==> src/rtl/uart_pkg.sv <==
// Shared definitions for the memory-mapped UART: register offsets, STATUS bit
// positions, FSM encodings and the divisor floor.
package uart_pkg;

    localparam logic [1:0] UART_DATA   = 2'd0;
    localparam logic [1:0] UART_STATUS = 2'd1;
    localparam logic [1:0] UART_DIV    = 2'd2;

    localparam int ST_TX_FULL   = 0;
    localparam int ST_TX_EMPTY  = 1;
    localparam int ST_RX_VALID  = 2;
    localparam int ST_RX_OVR    = 3;
    localparam int ST_TX_BUSY   = 4;
    localparam int ST_FRAME_ERR = 5;

    localparam logic [15:0] DIV_MIN = 16'd4;

    typedef enum logic [1:0] {
        TX_IDLE  = 2'd0,
        TX_START = 2'd1,
        TX_DATA  = 2'd2,
        TX_STOP  = 2'd3
    } tx_state_t;

    typedef enum logic [1:0] {
        RX_IDLE  = 2'd0,
        RX_START = 2'd1,
        RX_DATA  = 2'd2,
        RX_STOP  = 2'd3
    } rx_state_t;

endpackage

==> src/rtl/uart_bus_sync_fifo.sv <==
// Byte FIFO with first-word-fall-through head; push and pop are judged on the
// pre-update occupancy, so a push into a full FIFO is dropped even if it pops.
module sync_fifo #(
    parameter int DEPTH = 16
) (
    input  logic       i_clk,
    input  logic       i_rst,
    input  logic       push,
    input  logic [7:0] din,
    input  logic       pop,
    output logic       full,
    output logic       empty,
    output logic [7:0] head
);

    localparam int AW = $clog2(DEPTH);

    logic [7:0]    mem [DEPTH];
    logic [AW-1:0] wr_ptr;
    logic [AW-1:0] rd_ptr;
    logic [AW:0]   count;
    logic          do_push;
    logic          do_pop;

    assign full    = (int'(count) == DEPTH);
    assign empty   = (count == '0);
    assign head    = mem[rd_ptr];
    assign do_push = push && !full;
    assign do_pop  = pop && !empty;

    always_ff @(posedge i_clk) begin
        if (i_rst) begin
            wr_ptr <= '0;
            rd_ptr <= '0;
            count  <= '0;
        end else begin
            if (do_push) wr_ptr <= wr_ptr + AW'(1);
            if (do_pop)  rd_ptr <= rd_ptr + AW'(1);
            case ({do_push, do_pop})
                2'b10:   count <= count + (AW+1)'(1);
                2'b01:   count <= count - (AW+1)'(1);
                default: count <= count;
            endcase
        end
    end

    always_ff @(posedge i_clk) begin
        if (do_push) mem[wr_ptr] <= din;
    end

endmodule

==> src/rtl/uart_bus.sv <==
// Memory-mapped UART: single-cycle stb/ack bus slave with TX/RX byte FIFOs,
// STATUS and DIVISOR registers, and 8N1 serial transmit/receive engines.
module uart_bus
    import uart_pkg::*;
#(
    parameter int DEFAULT_DIV = 434,
    parameter int FIFO_DEPTH  = 16
) (
    input  logic        i_clk,
    input  logic        i_rst,
    input  logic [31:0] i_addr,
    input  logic [31:0] i_dat_w,
    input  logic [3:0]  i_we,
    input  logic        i_stb,
    output logic [31:0] o_dat_r,
    output logic        o_ack,
    output logic        o_tx,
    input  logic        i_rx
);

    function automatic logic [15:0] clamp_div(input logic [15:0] v);
        return (v < DIV_MIN) ? DIV_MIN : v;
    endfunction

    logic        vld_p0;
    logic [1:0]  addr_p0;
    logic [1:0]  we_p0;
    logic        rd_p0;
    logic [15:0] dat_p0;
    logic        accept;
    logic        unused_bits;

    logic        wr_data, rd_data, wr_status, wr_div;
    logic [15:0] divisor, div_merged;
    logic        rx_ovr, frame_err, clr_ovr, clr_ferr;
    logic [31:0] rdata;

    logic        tx_full, tx_empty, tx_pop;
    logic [7:0]  tx_head;
    tx_state_t   tx_state, tx_next;
    logic [15:0] tx_cnt, tx_div;
    logic [2:0]  tx_idx;
    logic [7:0]  tx_shreg;
    logic        tx_bit_end;

    logic        rx_full, rx_empty, rx_push;
    logic [7:0]  rx_head;
    rx_state_t   rx_state, rx_next;
    logic [15:0] rx_cnt, rx_div;
    logic [2:0]  rx_idx;
    logic [7:0]  rx_shreg;
    logic        rx_meta, rx_sync, rx_prev;
    logic        rx_fall, rx_mid, rx_bit_end;
    logic        ovr_set, ferr_set;

    assign unused_bits = ^{i_addr[31:4], i_addr[1:0], i_dat_w[31:16]};

    // Request stage: a strobe is captured here and answered in the next cycle
    assign accept = i_stb && !vld_p0;

    always_ff @(posedge i_clk) begin
        if (i_rst) vld_p0 <= 1'b0;
        else       vld_p0 <= accept;
    end

    always_ff @(posedge i_clk) begin
        if (accept) begin
            addr_p0 <= i_addr[3:2];
            we_p0   <= i_we[1:0];
            rd_p0   <= (i_we == 4'b0000);
            dat_p0  <= i_dat_w[15:0];
        end
    end

    // Ack stage: side effects commit at the end of the ack cycle
    assign o_ack     = vld_p0;
    assign wr_data   = vld_p0 && (addr_p0 == UART_DATA) && we_p0[0];
    assign rd_data   = vld_p0 && (addr_p0 == UART_DATA) && rd_p0;
    assign wr_status = vld_p0 && (addr_p0 == UART_STATUS) && we_p0[0];
    assign wr_div    = vld_p0 && (addr_p0 == UART_DIV) && (we_p0 != 2'b00);
    assign clr_ovr   = wr_status && dat_p0[ST_RX_OVR];
    assign clr_ferr  = wr_status && dat_p0[ST_FRAME_ERR];

    assign div_merged = {we_p0[1] ? dat_p0[15:8] : divisor[15:8],
                         we_p0[0] ? dat_p0[7:0]  : divisor[7:0]};

    always_ff @(posedge i_clk) begin
        if (i_rst) begin
            divisor   <= 16'(DEFAULT_DIV);
            rx_ovr    <= 1'b0;
            frame_err <= 1'b0;
        end else begin
            if (wr_div) divisor <= clamp_div(div_merged);
            if (ovr_set)      rx_ovr <= 1'b1;
            else if (clr_ovr) rx_ovr <= 1'b0;
            if (ferr_set)      frame_err <= 1'b1;
            else if (clr_ferr) frame_err <= 1'b0;
        end
    end

    always_comb begin
        rdata = '0;
        if (vld_p0) begin
            case (addr_p0)
                UART_DATA:   rdata = {24'h0, rx_empty ? 8'h00 : rx_head};
                UART_STATUS: begin
                    rdata[ST_TX_FULL]   = tx_full;
                    rdata[ST_TX_EMPTY]  = tx_empty;
                    rdata[ST_RX_VALID]  = !rx_empty;
                    rdata[ST_RX_OVR]    = rx_ovr;
                    rdata[ST_TX_BUSY]   = (tx_state != TX_IDLE) || !tx_empty;
                    rdata[ST_FRAME_ERR] = frame_err;
                end
                UART_DIV:    rdata = {16'h0, divisor};
                default:     rdata = '0;
            endcase
        end
    end
    assign o_dat_r = rdata;

    sync_fifo #(.DEPTH(FIFO_DEPTH)) u_tx_fifo (
        .i_clk(i_clk), .i_rst(i_rst), .push(wr_data), .din(dat_p0[7:0]),
        .pop(tx_pop), .full(tx_full), .empty(tx_empty), .head(tx_head)
    );

    sync_fifo #(.DEPTH(FIFO_DEPTH)) u_rx_fifo (
        .i_clk(i_clk), .i_rst(i_rst), .push(rx_push), .din(rx_shreg),
        .pop(rd_data), .full(rx_full), .empty(rx_empty), .head(rx_head)
    );

    // Transmitter: the STOP bit chains straight into the next START when queued
    always_comb begin
        tx_next    = tx_state;
        tx_pop     = 1'b0;
        tx_bit_end = (tx_cnt == tx_div - 16'd1);
        case (tx_state)
            TX_IDLE:  if (!tx_empty) begin
                          tx_pop  = 1'b1;
                          tx_next = TX_START;
                      end
            TX_START: if (tx_bit_end) tx_next = TX_DATA;
            TX_DATA:  if (tx_bit_end && tx_idx == 3'd7) tx_next = TX_STOP;
            TX_STOP:  if (tx_bit_end) begin
                          if (!tx_empty) begin
                              tx_pop  = 1'b1;
                              tx_next = TX_START;
                          end else begin
                              tx_next = TX_IDLE;
                          end
                      end
            default:  tx_next = TX_IDLE;
        endcase
    end

    always_ff @(posedge i_clk) begin
        if (i_rst) begin
            tx_state <= TX_IDLE;
            tx_cnt   <= '0;
            tx_idx   <= '0;
            tx_div   <= 16'(DEFAULT_DIV);
        end else begin
            tx_state <= tx_next;
            if (tx_pop || (tx_state != TX_IDLE && tx_bit_end)) begin
                tx_cnt <= '0;
                tx_div <= divisor;
            end else if (tx_state != TX_IDLE) begin
                tx_cnt <= tx_cnt + 16'd1;
            end
            if (tx_state == TX_START)                  tx_idx <= 3'd0;
            else if (tx_state == TX_DATA && tx_bit_end) tx_idx <= tx_idx + 3'd1;
        end
    end

    always_ff @(posedge i_clk) begin
        if (tx_pop)                                 tx_shreg <= tx_head;
        else if (tx_state == TX_DATA && tx_bit_end) tx_shreg <= {1'b0, tx_shreg[7:1]};
    end

    assign o_tx = (tx_state == TX_START) ? 1'b0 :
                  (tx_state == TX_DATA)  ? tx_shreg[0] : 1'b1;

    // Receiver: START samples mid-bit, later samples are one full bit apart
    always_comb begin
        rx_next    = rx_state;
        rx_push    = 1'b0;
        ovr_set    = 1'b0;
        ferr_set   = 1'b0;
        rx_fall    = rx_prev && !rx_sync;
        rx_mid     = (rx_cnt == (rx_div >> 1));
        rx_bit_end = (rx_cnt == rx_div - 16'd1);
        case (rx_state)
            RX_IDLE:  if (rx_fall) rx_next = RX_START;
            RX_START: if (rx_mid) rx_next = rx_sync ? RX_IDLE : RX_DATA;
            RX_DATA:  if (rx_bit_end && rx_idx == 3'd7) rx_next = RX_STOP;
            RX_STOP:  if (rx_bit_end) begin
                          rx_next = RX_IDLE;
                          if (!rx_sync)     ferr_set = 1'b1;
                          else if (rx_full) ovr_set  = 1'b1;
                          else              rx_push  = 1'b1;
                      end
            default:  rx_next = RX_IDLE;
        endcase
    end

    always_ff @(posedge i_clk) begin
        if (i_rst) begin
            rx_meta  <= 1'b1;
            rx_sync  <= 1'b1;
            rx_prev  <= 1'b1;
            rx_state <= RX_IDLE;
            rx_cnt   <= '0;
            rx_idx   <= '0;
            rx_div   <= 16'(DEFAULT_DIV);
        end else begin
            rx_meta  <= i_rx;
            rx_sync  <= rx_meta;
            rx_prev  <= rx_sync;
            rx_state <= rx_next;
            case (rx_state)
                RX_IDLE: begin
                    rx_cnt <= '0;
                    rx_div <= divisor;
                end
                RX_START: begin
                    if (rx_mid) begin
                        rx_cnt <= '0;
                        rx_div <= divisor;
                        rx_idx <= 3'd0;
                    end else begin
                        rx_cnt <= rx_cnt + 16'd1;
                    end
                end
                default: begin
                    if (rx_bit_end) begin
                        rx_cnt <= '0;
                        rx_div <= divisor;
                        if (rx_state == RX_DATA) rx_idx <= rx_idx + 3'd1;
                    end else begin
                        rx_cnt <= rx_cnt + 16'd1;
                    end
                end
            endcase
        end
    end

    always_ff @(posedge i_clk) begin
        if (rx_state == RX_DATA && rx_bit_end) rx_shreg <= {rx_sync, rx_shreg[7:1]};
    end

endmodule

==> config.mk <==
export PLATFORM = sky130hd
export DESIGN_NAME = uart_bus
export DESIGN_NICKNAME = d
export VERILOG_FILES = /design/src/rtl/uart_pkg.sv /design/src/rtl/uart_bus_sync_fifo.sv /design/src/rtl/uart_bus.sv
export SDC_FILE = /design/constraint.sdc
export NUM_CORES = 1
export LEC_CHECK = 0
export ABC_CLOCK_PERIOD_IN_PS = 7000
export BUFFER_PORTS_ARGS = -buffer_cell sky130_fd_sc_hd__buf_2
export CAP_MARGIN = 20
export CELL_PAD_IN_SITES_DETAIL_PLACEMENT = 1
export CELL_PAD_IN_SITES_GLOBAL_PLACEMENT = 2
export CORE_UTILIZATION = 49
export CTS_BUF_LIST = sky130_fd_sc_hd__clkbuf_8
export CTS_CLUSTER_DIAMETER = 40
export CTS_CLUSTER_SIZE = 40
export DETAILED_ROUTE_END_ITERATION = 12
export PLACE_DENSITY_LB_ADDON = 0.1
export RECOVER_POWER = 25
export SLEW_MARGIN = 20
export SYNTH_ARGS = -nofsm -noshare
export SYNTH_HDL_FRONTEND = slang
export SYNTH_SLANG_ARGS = --single-unit
==> constraint.sdc <==
create_clock -name i_clk -period 7 [get_ports i_clk]
set_clock_uncertainty 0.1 [all_clocks]
set_input_delay 1.4 -clock i_clk [delete_from_list [all_inputs] [get_ports i_clk]]
set_output_delay 1.4 -clock i_clk [all_outputs]
set_load 0.05 [all_outputs]
==> results of run 1 <==
[cells in the mapped netlist, types with 22 or more instances]
| library cell | number |
|---|---|
| nor2_1 | 148 |
| ha_1 | 33 |
| edfxtp_1 | 293 |
| nor2b_1 | 22 |
| xor2_1 | 58 |
| a21oi_1 | 45 |
| nand3_1 | 23 |
| nor3_1 | 35 |
| dfxtp_1 | 130 |
| mux2i_1 | 40 |
| clkbuf_1 | 53 |
| nand2_1 | 72 |
| xnor2_1 | 40 |
| mux4_2 | 73 |
| inv_1 | 38 |
[sequential cells by signal, summed over array words and instances, names as in the netlist, 5 cells and up, named ones only]
name and flops:
rx_div 16, tx_shreg 8, tx_cnt 16, divisor 16
u_rx_fifo.count 5, u_tx_fifo.count 5, rx_cnt 16, rx_shreg 8
dat_p0 16, u_rx_fifo.mem 128, tx_div 16, u_tx_fifo.mem 128
[critical path, cell delays in order (launching register included)]
cell     delay (ns)
dfxtp_2        0.91
buf_4          0.36
mux4_2         0.55
mux4_2         0.52
nor2b_1        0.15
a21oi_1        0.11
o22ai_1        0.09
and2_1         0.17
buf_2          0.22
[layout make-up]
cell class	count	share of cell area, %
timing repair buffer	63	1.78
clock buffer	57	3.84
antenna	1	0.0122
inverter	38	0.698
clock inverter	49	2.18
multi-input combinational	837	32.6
sequential	423	55.8
tap	504	3.09
[cells by family after synthesis]
| kind of cell | Yosys count | synth area share [%] |
|---|---|---|
| adder cells (fa/ha/maj) | 34 | 2.33 |
| flip-flops | 423 | 61.3 |
| AND/OR/NAND/NOR | 421 | 11.3 |
| XOR/XNOR | 98 | 4.62 |
| other | 1 | 0.0202 |
| AO/OA/AOI/OAI | 142 | 5.38 |
| multiplexers | 126 | 11.8 |
| buffers and inverters | 134 | 3.25 |
[power by group]
part / switching, uW / total (uW) / leakage [uW] / internal [uW]
combinational: 590 / 988 / 0.00260 / 398
sequential: 103 / 2860 / 0.00370 / 2760
clock: 1010 / 2010 / 0.000637 / 995
[path summary, 6_finish.rpt]
path	from	end	slack, ns
max reg2reg	tx_div[0]$_SDFFE_PP0P_	u_tx_fifo.count[4]$_SDFFE_PP0P_	2.08
min	rx_meta$_SDFF_PP1_	rx_sync$_SDFF_PP1_	0.31
max	flip-flop	o_dat_r[2]	1.75
min reg2reg	rx_meta$_SDFF_PP1_	rx_sync$_SDFF_PP1_	0.31
[per-layer routing]
metal | routed length, um | part of all wire (%) | up-vias | track usage, %
met2 | 19700 | 48 | 181 | 35.5
met1 | 18900 | 46 | 5600 | 29.8
met3 | 1660 | 4.0 | 62 | 3.80
li1 | - | - | 5172 | -
met5 | 0 | 0 | - | 0
met4 | 983 | 2.4 | 0 | 7.09
[per-stage QoR]
step,setup slack (ns),cells,power (uW)
2_1_floorplan,2.38,1394,3660
3_5_place_dp,2.16,1864,3900
4_1_cts,1.61,1970,5910
5_1_grt,1.46,1972,6110
3_3_place_gp,2.24,1864,3870
6_report,1.75,1972,5850
==> flow_summary.json, run 1 <==
{
  "grt_pass1_vias": 11345,
  "ios": 106,
  "hold_slack_ns": 0.313,
  "drv_slew": 0,
  "wl_per_cell_um": 20.9,
  "gp_congestion": 0.797,
  "io_buffers": 43,
  "whs_path_depth": 1,
  "ir_worst_vdd_uv": 156,
  "clock_sinks": 423,
  "vias": 11015,
  "multi_input_area_um2": 6660,
  "layout_commonest_cell": "edfxtp_1",
  "yosysTopAreaCell": "edfxtp_1",
  "p_leak_uw": 0.00694,
  "num_rows": 70,
  "clock_tree.root_cell": "clkbuf_8",
  "fin_crit_sh_pct": 75.1,
  "routed_wl_um": 41200,
  "regArea_um2": 11400,
  "drt-vias-per-instance": 5.59,
  "syn_inst": 1379,
  "grt_overflow": 0,
  "p_per_area_nw_per_um2": 286,
  "cts_resized": 0,
  "fin_nets": 1525,
  "rsz0062_at_grt": "false",
  "yosysWarningCount": 0,
  "async_flop_share_pct": 0,
  "slew_headroom_pct": 27.2,
  "worst_pin_slew_ns": 1.09,
  "final_util_pct": 55.3,
  "worstPathArrival_ns": 3.75,
  "start_util_pct": 50.3,
  "synth_edf_count": 293,
  "nFillCells": 3701,
  "final_cell_mix": "293 x edfxtp_1, 148 x nor2_1, 127 x dfxtp_1",
  "drive_above_1_share_pct": 18.5,
  "status": "finished, final reports clean",
  "antenna_found_initial": 1,
  "path_max_fanout": 24,
  "cts_tree": "done",
  "drt-pass1-iter-count": 5,
  "syn_area_per_cell_um2": 13.5,
  "hpwl_um": 27600,
  "crit_path_start_kind": "flip-flop",
  "postCtsHoldBufs": 0,
  "die_width_um": 197,
  "synth.distinct_cells": 77,
  "critical_path_required_ns": 5.50,
  "track_usage_pct": 21.8,
  "end_kind": "output pin",
  "max_cap_violations": 0,
  "die_area_um2": 38700,
  "drc_errors": 0,
  "final.setup.tns_ns": 0,
  "setup_viol": 0,
  "synth_flop_cell": "edfxtp_1",
  "clockBufferDepth": 3,
  "fmax_ghz": 0.190,
  "seq_area_frac_synth_pct": 61.3,
  "finalCriticalPeriod_ns": 5.25,
  "cts.clk_slew.worst_paths_ns": 0.07,
  "postCtsSetupRepairBufs": 0,
  "stdcell_area_um2": 20400,
  "synth-seq-cells": 423,
  "core_um2": 37000,
  "ff2ff_path_depth": 17,
  "numCtsBuffers": 56,
  "clk_latency_ns": 0.65,
  "grt_max_degree": 81,
  "placed_cell_area_um2": 19200,
  "hp-class": "flip-flop to flip-flop",
  "ant_nets": 0,
  "hold_viol": 0,
  "synth_area_um2": 18600,
  "ctsHtreeMaxLevel": 2,
  "ys_top_cells_by_area": "edfxtp_1 47%, dfxtp_1 14%, mux4_2 8.8%, nor2_1 3.0%, xor2_1 2.7%",
  "area_growth_syn_to_layout_pct": 9.91,
  "synth_top_area_share_pct": 47.3,
  "grt_pass1_wl_um": 64200,
  "drt_iter0_markers": 659,
  "critPathKind": "flip-flop to output pin",
  "die_h_um": 197
}
(Power assumes the default switching activity.)
==> run 2: changes to the inputs <==
- ABC_CLOCK_PERIOD_IN_PS: 7000 -> 4700
- CORE_UTILIZATION: 49 -> 41
- clock period: 7 -> 4.7 ns (I/O delays scaled with it)
==> run 2 against run 1 <==
  * Non-clock buffer count grew 23
  * Sequential cell count is the same
  * Combinational power grew 52%
  * Total power grew 57%
  * First-iteration DRC count grew 2.9%
  * Critical endpoint is now o_dat_r[5]
  * Highest routed layer is now met5
==> flow_summary.json, run 2 (synthesized netlist as in run 1, its figures left out) <==
{
  "status": "finished, final reports clean",
  "postCtsHoldBufs": 0,
  "rsz0062_at_grt": "false",
  "wl_met2_um": 20600,
  "slew_headroom_pct": 28.2,
  "drive_above_1_share_pct": 20.3,
  "wl_met1_um": 20500,
  "nFillCells": 4585,
  "fin_crit_sh_pct": 88.8,
  "vias": 11054,
  "multi_input_area_um2": 6660,
  "regArea_um2": 11400,
  "whs_path_depth": 1,
  "gp_congestion": 0.748,
  "clockBufferDepth": 3,
  "grt_pass1_wl_um": 68500,
  "worst_pin_slew_ns": 1.08,
  "die_h_um": 215,
  "setup_viol": 0,
  "r2r_start": "tx_div[0]$_SDFFE_PP0P_",
  "final_cell_mix": "293 x edfxtp_1, 148 x nor2_1, 127 x dfxtp_1",
  "path_max_fanout": 16,
  "die_area_um2": 46200,
  "rrSetupSlack_ns": 0.60,
  "routed_wl_um": 43400,
  "hp-start": "rx_meta$_SDFF_PP1_",
  "die_width_um": 215,
  "ff2ff_path_depth": 16,
  "drt-vias-per-instance": 5.27,
  "cts.clk_slew.worst_paths_ns": 0.07,
  "ant_nets": 0,
  "top_layer_used": "met5",
  "grt_max_degree": 82,
  "cts_tree": "done",
  "timing.rr.end": "u_tx_fifo.count[4]$_SDFFE_PP0P_",
  "ios": 106,
  "wl_per_cell_um": 20.7,
  "critPathKind": "flip-flop to output pin",
  "core_um2": 44500,
  "max_cap_violations": 0,
  "p_per_area_nw_per_um2": 438,
  "grt_overflow": 0,
  "layout_commonest_cell": "edfxtp_1",
  "num_antenna_cells": 0,
  "fmax_ghz": 0.240,
  "critical_path_required_ns": 3.66,
  "met3WireLength_um": 1350,
  "finalCriticalPeriod_ns": 4.17,
  "hold_viol": 0,
  "clock_sinks": 423,
  "drt-pass1-iter-count": 4,
  "io_buffers": 43,
  "ctsHtreeMaxLevel": 3,
  "antenna_found_initial": 2,
  "clock_tree.root_cell": "clkbuf_8",
  "grt_pass1_vias": 11691,
  "start_util_pct": 41.8,
  "drc_errors": 0,
  "place_ws_ns": 0.558,
  "fin_ws_ns": 0.527,
  "hpwl_um": 29100,
  "track_usage_pct": 19.4,
  "placed_cell_area_um2": 19500,
  "hp-class": "flip-flop to flip-flop",
  "area_growth_syn_to_layout_pct": 12.8,
  "ir_worst_vdd_uv": 272,
  "fin_nets": 1560,
  "p_leak_uw": 0.00718,
  "crit_path_start_kind": "flip-flop",
  "drv_slew": 0,
  "top_regs": "u_rx_fifo.mem x128, u_tx_fifo.mem x128",
  "stdcell_area_um2": 21000,
  "clk_latency_ns": 0.64,
  "final.setup.tns_ns": 0,
  "postCtsSetupRepairBufs": 0,
  "drt_iter0_markers": 678,
  "end_kind": "output pin",
  "num_rows": 77,
  "holdPathEnd": "rx_sync$_SDFF_PP1_",
  "numCtsBuffers": 68,
  "worstPathArrival_ns": 3.13
}
==> run 2: cell types whose count changed in the layout (fill, tap and decap cells not counted), moves of 2 or more <==
| cell | previous run | this run |
|---|---|---|
| buf_4 | 19 | 42 |
| clkbuf_8 | 57 | 73 |
| inv_1 | 41 | 46 |
| inv_8 | 5 | 1 |
| clkinvlp_4 | 6 | 9 |
| clkinv_1 | 6 | 4 |
| clkinv_2 | 12 | 10 |
| inv_4 | 2 | 0 |
==> run 2: worst max-delay path by stage <==
| stage | depth (start not counted) | slack, ns | start | end |
|---|---|---|---|---|
| floorplan | 21 | 0.29 | tx_div[0]$_SDFFE_PP0P_ | u_tx_fifo.count[4]$_SDFFE_PP0P_ |
| global placement | 16 | 0.59 | tx_div[0]$_SDFFE_PP0P_ | u_tx_fifo.count[4]$_SDFFE_PP0P_ |
| detailed placement | 16 | 0.56 | tx_div[0]$_SDFFE_PP0P_ | u_tx_fifo.count[4]$_SDFFE_PP0P_ |
| CTS | 7 | 0.14 | flip-flop | o_dat_r[5] |
| global route | 16 | 0.11 | tx_div[0]$_SDFFE_PP0P_ | u_tx_fifo.count[4]$_SDFFE_PP0P_ |
| finish | 7 | 0.53 | flip-flop | o_dat_r[5] |
==> run 2: where the power goes <==
group	switching (uW)	internal (uW)	total, uW
Clock	1600	1830	3430
Sequential	149	4110	4260
Combinational	874	622	1500
==> run 2: stage by stage <==
| stage | utilization, % | hold WS, ns | instances | power (uW) |
|---|---|---|---|---|
| after floorplan | - | 0.289 | 1394 | 5450 |
| after global placement | 43.8 | 0.292 | 1976 | 5840 |
| after detailed placement | 43.8 | 0.299 | 1976 | 5860 |
| after CTS | 47.1 | 0.314 | 2099 | 9320 |
| after global routing | 47.1 | 0.330 | 2099 | 9600 |
| final | 47.1 | 0.314 | 2099 | 9180 |
==> run 2: timing repair <==
action	4_1_cts	5_1_grt
resized for setup	0	1
endpoints found under the hold margin	0	0
endpoints found under the setup margin	0	1
==> run 2: final cells by class <==
cell class | count | area share (%)
repair buffers | 86 | 2.60
multi-input cells | 837 | 31.8
clock buffers | 73 | 4.79
clock inverters | 50 | 2.23
inverters | 38 | 0.680
well taps | 592 | 3.53
flip-flops and latches | 423 | 54.4
==> run 2: critical path, cell delays in order, from the launching register on <==
cell and delay, ns:
dfxtp_4 0.56, buf_4 0.31, mux4_2 0.54, a211oi_1 0.24, a21oi_1 0.10, a222oi_1 0.37
nor2b_1 0.15, buf_2 0.24
==> run 2: per-layer routing <==
metal	vias to the layer above	GRT usage [%]
met2	121	31.5
met3	71	4.06
met4	4	5.69
met5	-	0
li1	5246	-
met1	5612	26.3
==> run 3: changes to the inputs <==
- ABC_CLOCK_PERIOD_IN_PS: 4700 -> 4600
- CELL_PAD_IN_SITES_DETAIL_PLACEMENT: 1 -> 2
- CORE_UTILIZATION: 41 -> 45
- REMOVE_ABC_BUFFERS: not set -> 1
- clock period: 4.7 -> 4.6 ns (I/O delays scaled with it)
==> run 3 against run 2 <==
  * Sequential cell count stayed put
  * Register-to-register slack worse by 0.25 ns
  * Critical path type unchanged
  * Core utilization is 3.6 points higher
  * Clock-buffer cell count is 12 lower
  * Wire length is 17% higher
  * Critical endpoint is now o_dat_r[4]
  * Sequential power is 2% higher
  * Critical path depth is 1 lower
  * Combinational power is 5% higher
  * Sequential share of layout area is 0.71 points higher
  * Global-route usage is 5.2 points higher
==> flow_summary.json, run 3 (synthesized netlist as in run 1, its figures left out) <==
{
  "crit_chain": "nor4_1, nor2b_1, nand2_1, a222oi_1, nor2b_1, buf_2",
  "layout_commonest_cell": "edfxtp_1",
  "fin_crit_sh_pct": 97.4,
  "grt_max_degree": 58,
  "hold_viol": 0,
  "die_area_um2": 42100,
  "grt_pass1_vias": 12613,
  "die_h_um": 205,
  "clock_tree.root_cell": "clkbuf_8",
  "p_per_area_nw_per_um2": 439,
  "postCtsHoldBufs": 0,
  "num_antenna_cells": 0,
  "area_growth_syn_to_layout_pct": 11.3,
  "ios": 106,
  "wl_per_cell_um": 25.0,
  "final_cell_mix": "293 x edfxtp_1, 147 x nor2_1, 126 x dfxtp_1",
  "top_regs": "u_rx_fifo.mem x128, u_tx_fifo.mem x128",
  "die_width_um": 205,
  "antenna_found_initial": 1,
  "fmax_ghz": 0.223,
  "status": "finished, final reports clean",
  "place_ws_ns": 0.355,
  "nFillCells": 3894,
  "gp_congestion": 0.778,
  "r2r_start": "rx_div[1]$_SDFFE_PP1P_",
  "clock_sinks": 423,
  "hp-start": "rx_meta$_SDFF_PP1_",
  "path_buf_inv": 1,
  "ant_nets": 0,
  "path_common_cell": "nor2b_1",
  "final_util_pct": 50.7,
  "p_leak_uw": 0.00709,
  "io_buffers": 43,
  "cts.clk_slew.worst_paths_ns": 0.08,
  "finalCriticalPeriod_ns": 4.48,
  "grt_overflow": 0,
  "drv_slew": 0,
  "drt-pass1-iter-count": 5,
  "drt_iter0_markers": 607,
  "slew_headroom_pct": 21.6,
  "vias": 11566,
  "num_rows": 74,
  "worstPathArrival_ns": 3.46,
  "drt-vias-per-instance": 5.70,
  "track_usage_pct": 24.6,
  "numCtsBuffers": 57,
  "hp-class": "flip-flop to flip-flop",
  "rrSetupSlack_ns": 0.35,
  "fin_ws_ns": 0.120,
  "setup_viol": 0,
  "grt_pass1_wl_um": 77200,
  "path_max_fanout": 8,
  "max_stage_delay_ns": 0.68,
  "critical_path_required_ns": 3.58,
  "max_cap_violations": 0,
  "routed_wl_um": 50700,
  "clk_latency_ns": 0.69,
  "start_util_pct": 45.5,
  "fin_nets": 1554,
  "rsz0062_at_grt": "false",
  "core_um2": 40800,
  "total_power_uw": 9090,
  "worst_pin_slew_ns": 1.18,
  "cp_slowest_cell": "nor4_1",
  "cp-startpoint": "u_tx_fifo.count[1]$_SDFFE_PP0P_",
  "clockBufferDepth": 3,
  "path_delay_family": "simple AND/OR/NAND/NOR gates",
  "drive_above_1_share_pct": 19.5,
  "crit_path_start_kind": "flip-flop",
  "ir_worst_vdd_uv": 269,
  "critPathKind": "flip-flop to output pin",
  "drc_errors": 0,
  "cts_tree": "done",
  "ctsHtreeMaxLevel": 2,
  "hpwl_um": 33900,
  "end_kind": "output pin"
}
-- run 3: cell type report --
cell class                 count  area (um2)  share of cell area, %
tap                          532         666                   3.22
timing repair buffer          91         566                   2.73
clock inverter                46         413                   1.99
multi-input combinational    837        6670                   32.2
clock buffer                  61         840                   4.06
sequential                   423       11400                   55.1
inverter                      38         143                  0.689
-- run 3: path summary, 6_finish.rpt --
| kind | end | cells after the start |
|---|---|---|
| hold reg to reg | rx_sync$_SDFF_PP1_ | 1 |
| setup reg to reg | u_rx_fifo.count[4]$_SDFFE_PP0P_ | 18 |
| setup / recovery | o_dat_r[4] | 6 |
| hold / removal | rx_sync$_SDFF_PP1_ | 1 |
-- run 3: timing repair --
item / CTS / global route
endpoints found under the setup margin: 0 / 5
gates resized for setup: 0 / 3
setup buffers: 0 / 2
-- run 3: routing by layer --
metal  vias to the layer above  global-route usage (%)  routed length (um)  share of wire [%]
met2                       186                    42.5               25700                 51
met5                         -                       0                   8              0.016
met3                        89                    4.15                1680                3.3
met4                         2                    7.57                1390                2.7
met1                      6057                    31.7               21900                 43
li1                       5232                       -                   -                  -
-- run 3: power breakdown --
part	switching, uW	internal (uW)	leakage (uW)
Combinational	957	620	0.00273
Sequential	168	4200	0.00370
Clock	1580	1560	0.000664
-- run 3: per-stage QoR --
| step | hold slack [ns] | setup TNS [ns] | std cells | instance area [um2] |
|---|---|---|---|---|
| 2_1_floorplan | 0.289 | -0.292 | 1298 | 18200 |
| 3_3_place_gp | 0.293 | 0 | 1919 | 19400 |
| 3_5_place_dp | 0.300 | 0 | 1919 | 19400 |
| 4_1_cts | 0.269 | 0 | 2026 | 20700 |
| 5_1_grt | 0.285 | 0 | 2028 | 20700 |
| 6_report | 0.324 | 0 | 2028 | 20700 |
-- run 3: worst register-to-register path: cells and delay by family, from the launching register on --
family / cells / cell delay (ns)
AOI/OAI and AO/OA: 5 / 1.05
xor gates and xnor gates: 1 / 0.11
adders and majority gates: 3 / 0.79
buffers and inverters: 3 / 0.31
DFF: 1 / 0.37
and+or+nand+nor: 6 / 1.42
